==> src/rtl/div_pkg.sv <==
`default_nettype none
// +------------------------------------------------------------------------+
// | Module   : div_pkg                                                     |
// | Brief    : Shared types and constants for the sequential divider.      |
// | Revision : 1.0 - initial release                                       |
// +------------------------------------------------------------------------+
package div_pkg;

    // Default operand width of the divider datapath
    localparam int C_DEFAULT_W = 8;

    // Divider control states
    typedef enum logic [1:0] {
        IDLE = 2'd0,
        CALC = 2'd1,
        FIX  = 2'd2
    } state_t;

    // Width of a down-counter that must hold the value w
    function automatic int cnt_width(input int w);
        return $clog2(w + 1);
    endfunction

endpackage
`default_nettype wire

==> src/rtl/div_step.sv <==
`default_nettype none
// +------------------------------------------------------------------------+
// | Module   : div_step                                                    |
// | Brief    : One combinational non-restoring division step on a (W+1)-bit |
// |            signed partial remainder and a W-bit quotient shift reg.    |
// | Revision : 1.0 - initial release                                       |
// +------------------------------------------------------------------------+
module div_step
    import div_pkg::*;
#(
    parameter int W = C_DEFAULT_W
) (
    input  logic [W:0]   i_pr,
    input  logic [W-1:0] i_q,
    input  logic [W-1:0] i_d,
    output logic [W:0]   o_pr,
    output logic [W-1:0] o_q
);

    logic [W:0] w_shift;
    logic [W:0] w_d_ext;

    // The PR stays within [-d, d) after every step, so modular (W+1)-bit
    // arithmetic always yields the exact value even if 2*PR wraps.
    assign w_shift = {i_pr[W-1:0], i_q[W-1]};
    assign w_d_ext = {1'b0, i_d};
    assign o_pr    = i_pr[W] ? (w_shift + w_d_ext) : (w_shift - w_d_ext);
    assign o_q     = {i_q[W-2:0], ~o_pr[W]};

endmodule
`default_nettype wire

==> src/rtl/booth_divider.sv <==
`default_nettype none
// +------------------------------------------------------------------------+
// | Module   : booth_divider                                               |
// | Brief    : Sequential non-restoring integer divider, one quotient bit  |
// |            per clock, start/done handshake.                            |
// |            Define DIVIDER_SIGNED_EN for two's complement operands.      |
// | Revision : 1.0 - initial release                                       |
// +------------------------------------------------------------------------+
module booth_divider
    import div_pkg::*;
#(
    parameter int W = C_DEFAULT_W
) (
    input  logic         clk,
    input  logic         rst_n,
    input  logic         start,
    input  logic [W-1:0] dividend,
    input  logic [W-1:0] divisor,
    output logic         busy,
    output logic         done,
    output logic [W-1:0] quotient,
    output logic [W-1:0] remainder,
    output logic         div_by_zero
);

    localparam int                 c_cnt_w = cnt_width(W);
    localparam logic [c_cnt_w-1:0] c_steps = c_cnt_w'(W);

    state_t             r_state;
    logic [c_cnt_w-1:0] r_cnt;
    logic [W:0]         r_pr;
    logic [W-1:0]       r_q;
    logic [W-1:0]       r_div;
    logic [W-1:0]       r_dividend;
    logic [W-1:0]       r_quotient;
    logic [W-1:0]       r_remainder;
    logic               r_busy;
    logic               r_done;
    logic               r_dbz;
    logic               r_zero;

    logic               w_accept;
    logic [W-1:0]       w_dvd_mag;
    logic [W-1:0]       w_dvs_mag;
    logic [W:0]         w_next_pr;
    logic [W-1:0]       w_next_q;
    logic [W-1:0]       w_rem_mag;
    logic [W-1:0]       w_quot_fin;
    logic [W-1:0]       w_rem_fin;

    assign w_accept = (r_state == IDLE) && start;

    // A negative final PR means the last step over-subtracted: add divisor back
    assign w_rem_mag = r_pr[W] ? (r_pr[W-1:0] + r_div) : r_pr[W-1:0];

`ifdef DIVIDER_SIGNED_EN
    logic r_neg_q;
    logic r_neg_r;

    // Result signs are fixed by the operands seen at accept
    always_ff @(posedge clk or negedge rst_n) begin
        if (!rst_n) begin
            r_neg_q <= 1'b0;
            r_neg_r <= 1'b0;
        end else if (w_accept) begin
            r_neg_q <= dividend[W-1] ^ divisor[W-1];
            r_neg_r <= dividend[W-1];
        end
    end

    // Magnitudes; -2^(W-1) maps onto itself, which is its correct unsigned magnitude
    assign w_dvd_mag  = dividend[W-1] ? -dividend : dividend;
    assign w_dvs_mag  = divisor[W-1]  ? -divisor  : divisor;
    assign w_quot_fin = r_neg_q ? -r_q : r_q;
    assign w_rem_fin  = r_neg_r ? -w_rem_mag : w_rem_mag;
`else
    assign w_dvd_mag  = dividend;
    assign w_dvs_mag  = divisor;
    assign w_quot_fin = r_q;
    assign w_rem_fin  = w_rem_mag;
`endif

    div_step #(
        .W (W)
    ) u_step (
        .i_pr (r_pr),
        .i_q  (r_q),
        .i_d  (r_div),
        .o_pr (w_next_pr),
        .o_q  (w_next_q)
    );

    // Control FSM, iteration datapath and registered results
    always_ff @(posedge clk or negedge rst_n) begin
        if (!rst_n) begin
            r_state     <= IDLE;
            r_cnt       <= '0;
            r_pr        <= '0;
            r_q         <= '0;
            r_div       <= '0;
            r_dividend  <= '0;
            r_quotient  <= '0;
            r_remainder <= '0;
            r_busy      <= 1'b0;
            r_done      <= 1'b0;
            r_dbz       <= 1'b0;
            r_zero      <= 1'b0;
        end else begin
            r_done <= 1'b0;
            case (r_state)
                IDLE: begin
                    if (w_accept) begin
                        r_busy     <= 1'b1;
                        r_dbz      <= 1'b0;
                        r_cnt      <= c_steps;
                        r_pr       <= '0;
                        r_q        <= w_dvd_mag;
                        r_div      <= w_dvs_mag;
                        r_dividend <= dividend;
                        r_zero     <= (divisor == '0);
                        r_state    <= (divisor == '0) ? FIX : CALC;
                    end
                end
                CALC: begin
                    r_pr  <= w_next_pr;
                    r_q   <= w_next_q;
                    r_cnt <= r_cnt - c_cnt_w'(1);
                    if (r_cnt == c_cnt_w'(1)) begin
                        r_state <= FIX;
                    end
                end
                FIX: begin
                    if (r_zero) begin
                        r_quotient  <= '1;
                        r_remainder <= r_dividend;
                        r_dbz       <= 1'b1;
                    end else begin
                        r_quotient  <= w_quot_fin;
                        r_remainder <= w_rem_fin;
                    end
                    r_busy  <= 1'b0;
                    r_done  <= 1'b1;
                    r_state <= IDLE;
                end
                default: begin
                    r_busy  <= 1'b0;
                    r_state <= IDLE;
                end
            endcase
        end
    end

    assign busy        = r_busy;
    assign done        = r_done;
    assign quotient    = r_quotient;
    assign remainder   = r_remainder;
    assign div_by_zero = r_dbz;

endmodule
`default_nettype wire

==> config.mk <==
export PLATFORM = sky130hd
export DESIGN_NAME = booth_divider
export DESIGN_NICKNAME = d
export VERILOG_FILES = /design/src/rtl/div_pkg.sv /design/src/rtl/div_step.sv /design/src/rtl/booth_divider.sv
export SDC_FILE = /design/constraint.sdc
export NUM_CORES = 1
export LEC_CHECK = 0
export ABC_AREA = 1
export CAP_MARGIN = 20
export CORE_MARGIN = 2
export CORE_UTILIZATION = 30
export CTS_CLUSTER_DIAMETER = 150
export CTS_CLUSTER_SIZE = 24
export DETAILED_ROUTE_END_ITERATION = 8
export SETUP_SLACK_MARGIN = 0.4
export SYNTH_ARGS = -nofsm -noshare
export SYNTH_HDL_FRONTEND = slang
export SYNTH_SLANG_ARGS = --single-unit
==> constraint.sdc <==
create_clock -name clk -period 2.9 [get_ports clk]
set_clock_uncertainty 0.15 [all_clocks]
set_input_delay 0.725 -clock clk [delete_from_list [all_inputs] [get_ports clk]]
set_output_delay 0.725 -clock clk [all_outputs]
set_load 0.01 [all_outputs]
---- Yosys cells after proc, flatten, opt, wreduce, memory -nomap -nowiden ----
Index checks and enable logic that the tools add are counted.
word-level totals
  flip-flop bits (word level) ............. 59
  word-level logic and storage cells ...... 54
  ROM bits ................................ 0
  memories kept ........................... 0
  latch bits .............................. 0
  memory bits (writable) .................. 0
cells by class
  multiplexer cells ....................... 20
  shift operators ......................... 0
  $lt $le $gt $ge ......................... 0
  multipliers ............................. 0
  add/sub/neg operators ................... 4
  bitwise gates (word level) .............. 2
  reduce and logical (&&, ||, !) cells .... 10
  divide/modulo/power cells ............... 0
  equality and inequality tests ........... 6
operator list
  operator                                                                number
  8-bit two-way mux                                                       4
  9-bit two-way mux                                                       2
  9-bit one-hot mux with 2 select lines                                   1
  8-bit one-hot mux with 2 select lines                                   1
  9-bit by 8-bit adder with 9-bit output                                  1
  9-bit by 8-bit subtractor with 9-bit output                             1
  8-bit adder                                                             1
  8-bit logical NOT                                                       1
  4-bit one-hot mux with 2 select lines                                   1
  2-bit AND reduction                                                     4
  2-bit two-way mux                                                       3
  2-bit inequality test (second input constant)                           3
  4-bit by 1-bit equality test with 1-bit output (second input constant)  1
  1-bit two-way mux                                                       4
  4-bit two-way mux                                                       1
  1-bit one-hot mux with 2 select lines                                   2
  2-bit one-hot mux with 2 select lines                                   1
  2-bit nonzero test                                                      2
  4-bit by 1-bit subtractor with 4-bit output (second input constant)     1
  3-bit AND reduction                                                     1
  2-bit by 1-bit equality test with 1-bit output (second input constant)  1
  2-bit equality test (second input constant)                             1
  2-bit logical NOT                                                       1
  1-bit inverter                                                          2
  1-bit logical AND                                                       1

---- Longest topological paths before layout ----
  word-level depth ........................ 4
  depth in mapped cells ................... 19

---- Hierarchy ----
Synthesis repeated with hierarchy kept, for this count alone.
unflattened totals
  cell total of the unflattened synthesis .. 444
  area total of the unflattened synthesis .. 3489.6 um2
modules (own cells, without submodules)
  module         cells each  area an instance (um2)  seq. area each (um2)  instances
  booth_divider  336         2852.7                  1476.4                1
  div_step       108         636.9                   0.0                   1

---- Least setup slack after synthesis ----
OpenSTA, ideal clock, no wires.
  kind .................................... reg2reg
  start ................................... register r_div[1]
  end ..................................... register r_pr[8]
  path buffers ............................ 0
  arrival ................................. 1889 ps
  setup slack ............................. 734 ps
  stages on the path, launching flop included .. 19
  setup time .............................. 128 ps
  cell sequence ........................... dfrtp_1 > inv_1 > ha_1 > nand2_1 > nor2_1 > nand2_1 > nand2_1 > xor2_1 > ha_1 > nand2_1 > inv_1 > nand2_1 > nand2_1 > inv_1 > nand2_1 > inv_1 > nand3_1 > nand3_1 > o21ai_0
between the ends
  cells in the longest elaborated chain, start to end .. 3
ends and longest elaborated chain
  item                                                                                                   RTL line              source
  from (decl)                                                                                            booth_divider.sv:33   logic [W-1:0] r_div;
  from (signal assigned)                                                                                 booth_divider.sv:118  r_div <= w_dvs_mag;
  9-bit by 8-bit subtractor with 9-bit output or 9-bit by 8-bit adder with 9-bit output (tied branches)  div_step.sv:27        assign o_pr = i_pr[W] ? (w_shift + w_d_ext) : (w_shift - w_d_ext);
  9-bit two-way mux (*)                                                                                  div_step.sv:27
  9-bit one-hot mux with 2 select lines (*)                                                              booth_divider.sv:110  case (r_state)
  to (signal assigned)                                                                                   booth_divider.sv:125  r_pr <= w_next_pr;
  to (decl)                                                                                              booth_divider.sv:31   logic [W:0] r_pr;
Mark *: on every way between the ends. The rest lies on a longest branch, timed or not.
A chain may end at the register's enable or synchronous reset.

---- Worst setup path after layout ----
  start ................................... register r_div[4]
  end ..................................... register r_q[0]
between the ends
  cells in the longest elaborated chain, start to end .. 4
ends and longest elaborated chain
  item                                                                                                   RTL line              source
  9-bit by 8-bit subtractor with 9-bit output or 9-bit by 8-bit adder with 9-bit output (tied branches)  div_step.sv:27
  9-bit two-way mux (*)                                                                                  div_step.sv:27
  1-bit inverter (*)                                                                                     div_step.sv:28        assign o_q = {i_q[W-2:0], ~o_pr[W]};
  8-bit one-hot mux with 2 select lines (*)                                                              booth_divider.sv:110
  to (signal assigned)                                                                                   booth_divider.sv:117  r_q <= w_dvd_mag;
  to (signal assigned)                                                                                   booth_divider.sv:126  r_q <= w_next_q;
  to (decl)                                                                                              booth_divider.sv:32   logic [W-1:0] r_q;
Marks and branches as above.

==> metrics.md <==
| Metric | Value |
|---|---|
| Status | finished, final reports clean |
| Yosys top cell area share | 0.4476 |
| Synth Area in Adders | 0.08042 |
| Register area share after synthesis | 0.4476 |
| CP max stage delay | 440 ps |
| Critical path startpoint | r_div[4] |
| WHS | 264.4 ps |
| Htree depth | 3 |
| Worst slack, placed | 348.9 ps |
| Setup Viol. Count Final | 0 |
| Count of cell types in the netlist | 36 |
| Placed instance count | 578 |
| Finished Core Util | 0.3820 |
| Vias/cell | 4.705 |
| CP bufs+invs | 3 |
| Die height | 108.9 µm |
| Commonest non-fill, non-tap cell in the layout | nand2_1 |
| Power Density | 1350 nW/µm² |
| Initial Utilization | 0.3056 |
| CP max-delay cell | dfrtp_1 |
| Port Buffer Count | 37 |
| Slew Limit Fails | 0 |
| Worst r2r path cells | 15 |
| Post-Syn Instances | 408 |
| First-pass GRT wire length | 13610 µm |
| Mean area per synthesized cell | 8.084 µm² |
| CTS Buf Count | 9 |
| Commonest non-fill, non-tap cells in the layout | nand2_1 (102), dfrtp_1 (56), inv_1 (49), o21ai_0 (39), clkdlybuf4s50_1 (36) |
| Largest net degree at the start of global routing | 33 |
| Maxcap violations | 0 |
| Compound-Gate Fraction of Synth Area | 0.1540 |
| Vias in the first global route | 2747 |
| Residual DRC | 0 |
| Layout cell share with drive strength beyond 1 | 0.1150 |
| Maximum root-to-sink buffer count | 2 |
| Worst EP arrival | 2470 ps |
| Setup CP Type | reg -> reg |
| Reg2Reg Capture Point | r_q[0] |
| WP depth | 15 |
| R2R Setup Slk | 530 ps |
| Critical Path Sink Type | flip-flop |
| Int Power | 2.997 mW |
| CTS sink cnt | 59 |
| TritonCTS clock tree | yes |
| Fill cells | 1095 |
| Area grow syn2layout | 25.00% |
| Min Tclk post-route | 2375 ps |
| Area of the die | 11850 µm² |
| Multiplexer share of the synthesized area | 0 |
| Post-layout worst setup margin | 525.2 ps |
| Register bit count reported by yosys | 59 |
| R2r startpoint | r_div[4] |
| Area leader, netlist | dfrtp_1 |
| Critical path data required time | 2990 ps |
| DRT iter0 DRCs | 170 |
| Crit path cell chain | inv_1 > nand2_1 > o31ai_4 > xnor2_1 > ha_1 > nand2_1 > nand2_1 > inv_1 > nand2_1 > inv_1 > nand2_1 > nand3_1 > nand3_1 > nand2_1 > nand2_1 |
| Leakage | 1.971 nW |
| Worst-Margin Slew | 677.2 ps |
| Area share of and/or/nand/nor cells after synthesis | 0.2049 |
| CP delay by family, top | simple AND/OR/NAND/NOR gates |
| Hold crit path type | in -> async |
| Clock power share | 0.134 |
| Crit share post-route | 0.8189 |
| Drt pass-1 iters | 4 |
| Avg WL per Cell | 14.09 µm |
| Worst-path fanout max | 3 |
| Row count | 38 |
| Max Freq | 421.1 MHz |
| Dominant cells by area after synthesis | dfrtp_1 (45%), nand2_1 (12%), ha_1 (6.8%) |
| RSZ-0062 raised after global routing | no |
| Top-Level Pins | 38 |
| Total GRT Usage | 0.1510 |
| Routed via count | 2828 |
| NetSw | 2.568 mW |
| Largest family of logic cells by synthesized area | simple AND/OR/NAND/NOR gates |
| Mapped Nets | 447 |
| Routed Antenna Nets | 0 |
| Grt ovf | 0 |
| Syn. warnings | 0 |
| Final hold violations | 0 |
| Final instance area | 4123 µm² |
| Power after layout | 5.565 mW |
| Finished Layout Cells | 601 |
| Final Wtd Congestion | 0.8443 |
| Clock Tree Root | clkbuf_8 |
| Routed WL | 8469 µm |
| Cts-stage hold buffer count | 0 |
| CORE AREA | 10790 µm² |
| Antenna fix cells | 0 |
| Worst vdd rail ir drop | 568.6 µV |
| Crit start category | flip-flop |
| Initial antenna violation count | 0 |
| Setup tns final | 0 ps |
| # nets final | 495 |
| Die width | 108.9 µm |
| Crit path to | r_q[0] |
| Xor/xnor cell area share of the yosys netlist | 0.02921 |
| Reg power frac | 0.283 |
| Detailed placement HPWL | 6125 µm |
| Post-Synthesis Cell Area | 3298 µm² |
| Switching part of the total | 0.4615 |
| Worst rel slew slack | 0.5485 |
| Reg clk slew, reported paths | 70 ps |
| Clock Latency Late Sink | 350 ps |
| Post-place instance area | 3819 µm² |
| Worst path most repeated cell | nand2_1 |
| Comb power frac | 0.582 |
## layer usage
layer  vias up  track usage  routed length, µm
met1      1316       0.2077               3892
li1       1421            -                  -
met3         9      0.03706                584
met4         0      0.05311                 92
met2        82       0.2317               3900
met5         -            0                  0
## how the worst min path moves through the flow
| stage | endpoint | cells after the start |
|---|---|---|
| 3_5_place_dp | r_cnt[3] | 1 |
| 2_1_floorplan | busy | 0 |
| 6_report | done | 1 |
| 5_1_grt | done | 1 |
| 3_3_place_gp | r_cnt[3] | 1 |
| 4_1_cts | remainder[0] | 1 |
## synthesized netlist by cell type
master / n
nand2_1: 103
dfrtp_1: 59
inv_1: 51
o21ai_0: 43
a21oi_1: 25
nor2_1: 23
nand3_1: 22
ha_1: 18
a22oi_1: 7
xor2_1: 7
buf_2: 5
o21ai_1: 5
inv_2: 4
xnor2_1: 4
clkbuf_1: 3
nor2_4: 3
fa_1: 2
nand4_1: 2
o211ai_1: 2
o21a_1: 2
o221ai_1: 2
o22ai_1: 2
a31oi_1: 1
buf_4: 1
buf_6: 1
clkinv_1: 1
clkinv_2: 1
inv_4: 1
nand2_2: 1
nand2_4: 1
nand3_4: 1
nor3_1: 1
o21bai_1: 1
o22a_1: 1
o31ai_1: 1
or2_1: 1
## sequential cells by signal, indices dropped and copies added (netlist names)
signal       cells
r_pr             9
quotient         8
r_div            8
r_dividend       8
r_q              8
remainder        8
r_cnt            4
r_state          2
busy             1
div_by_zero      1
done             1
r_zero           1
## logic make-up after synthesis
logic type / count (synthesis)
buf+inv: 68
flops: 59
fa+ha+maj: 20
compound gates: 92
xor+xnor: 11
simple gates: 158
## worst register-to-register path: stages (launching register included)
cell	delay, ps
dfrtp_1	440
inv_1	110
nand2_1	150
o31ai_4	310
xnor2_1	100
ha_1	340
nand2_1	90
nand2_1	60
inv_1	60
nand2_1	50
inv_1	50
nand2_1	60
nand3_1	90
nand3_1	90
nand2_1	90
nand2_1	40
## power groups by stage
stage | logic, mW | clock network (mW) | registers [mW]
after global routing | 3.69 | 0.797 | 1.63
final | 3.24 | 0.747 | 1.58
after detailed placement | 2.96 | 0 | 1.58
after global placement | 2.92 | 0 | 1.57
after CTS | 2.99 | 0.762 | 1.57
after floorplan | 2.18 | 0 | 1.52
## what timing repair did
| item | in CTS | in global routing |
|---|---|---|
| pin swaps | 0 | 6 |
| setup endpoints to repair | 3 | 6 |
| buffers inserted | 0 | 7 |
| resized for setup | 1 | 21 |
## cell type report
type,instances,area [µm²],share of cell area
multi-input combinational,281,1597,0.3873
sequential,59,1480,0.3590
timing repair buffer,47,452.9,0.1099
inverter,58,224.0,0.05432
tap,140,175.2,0.04249
clock buffer,11,141.4,0.03429
clock inverter,5,52.55,0.01275
No activity file was read; power rests on OpenSTA's default activity.
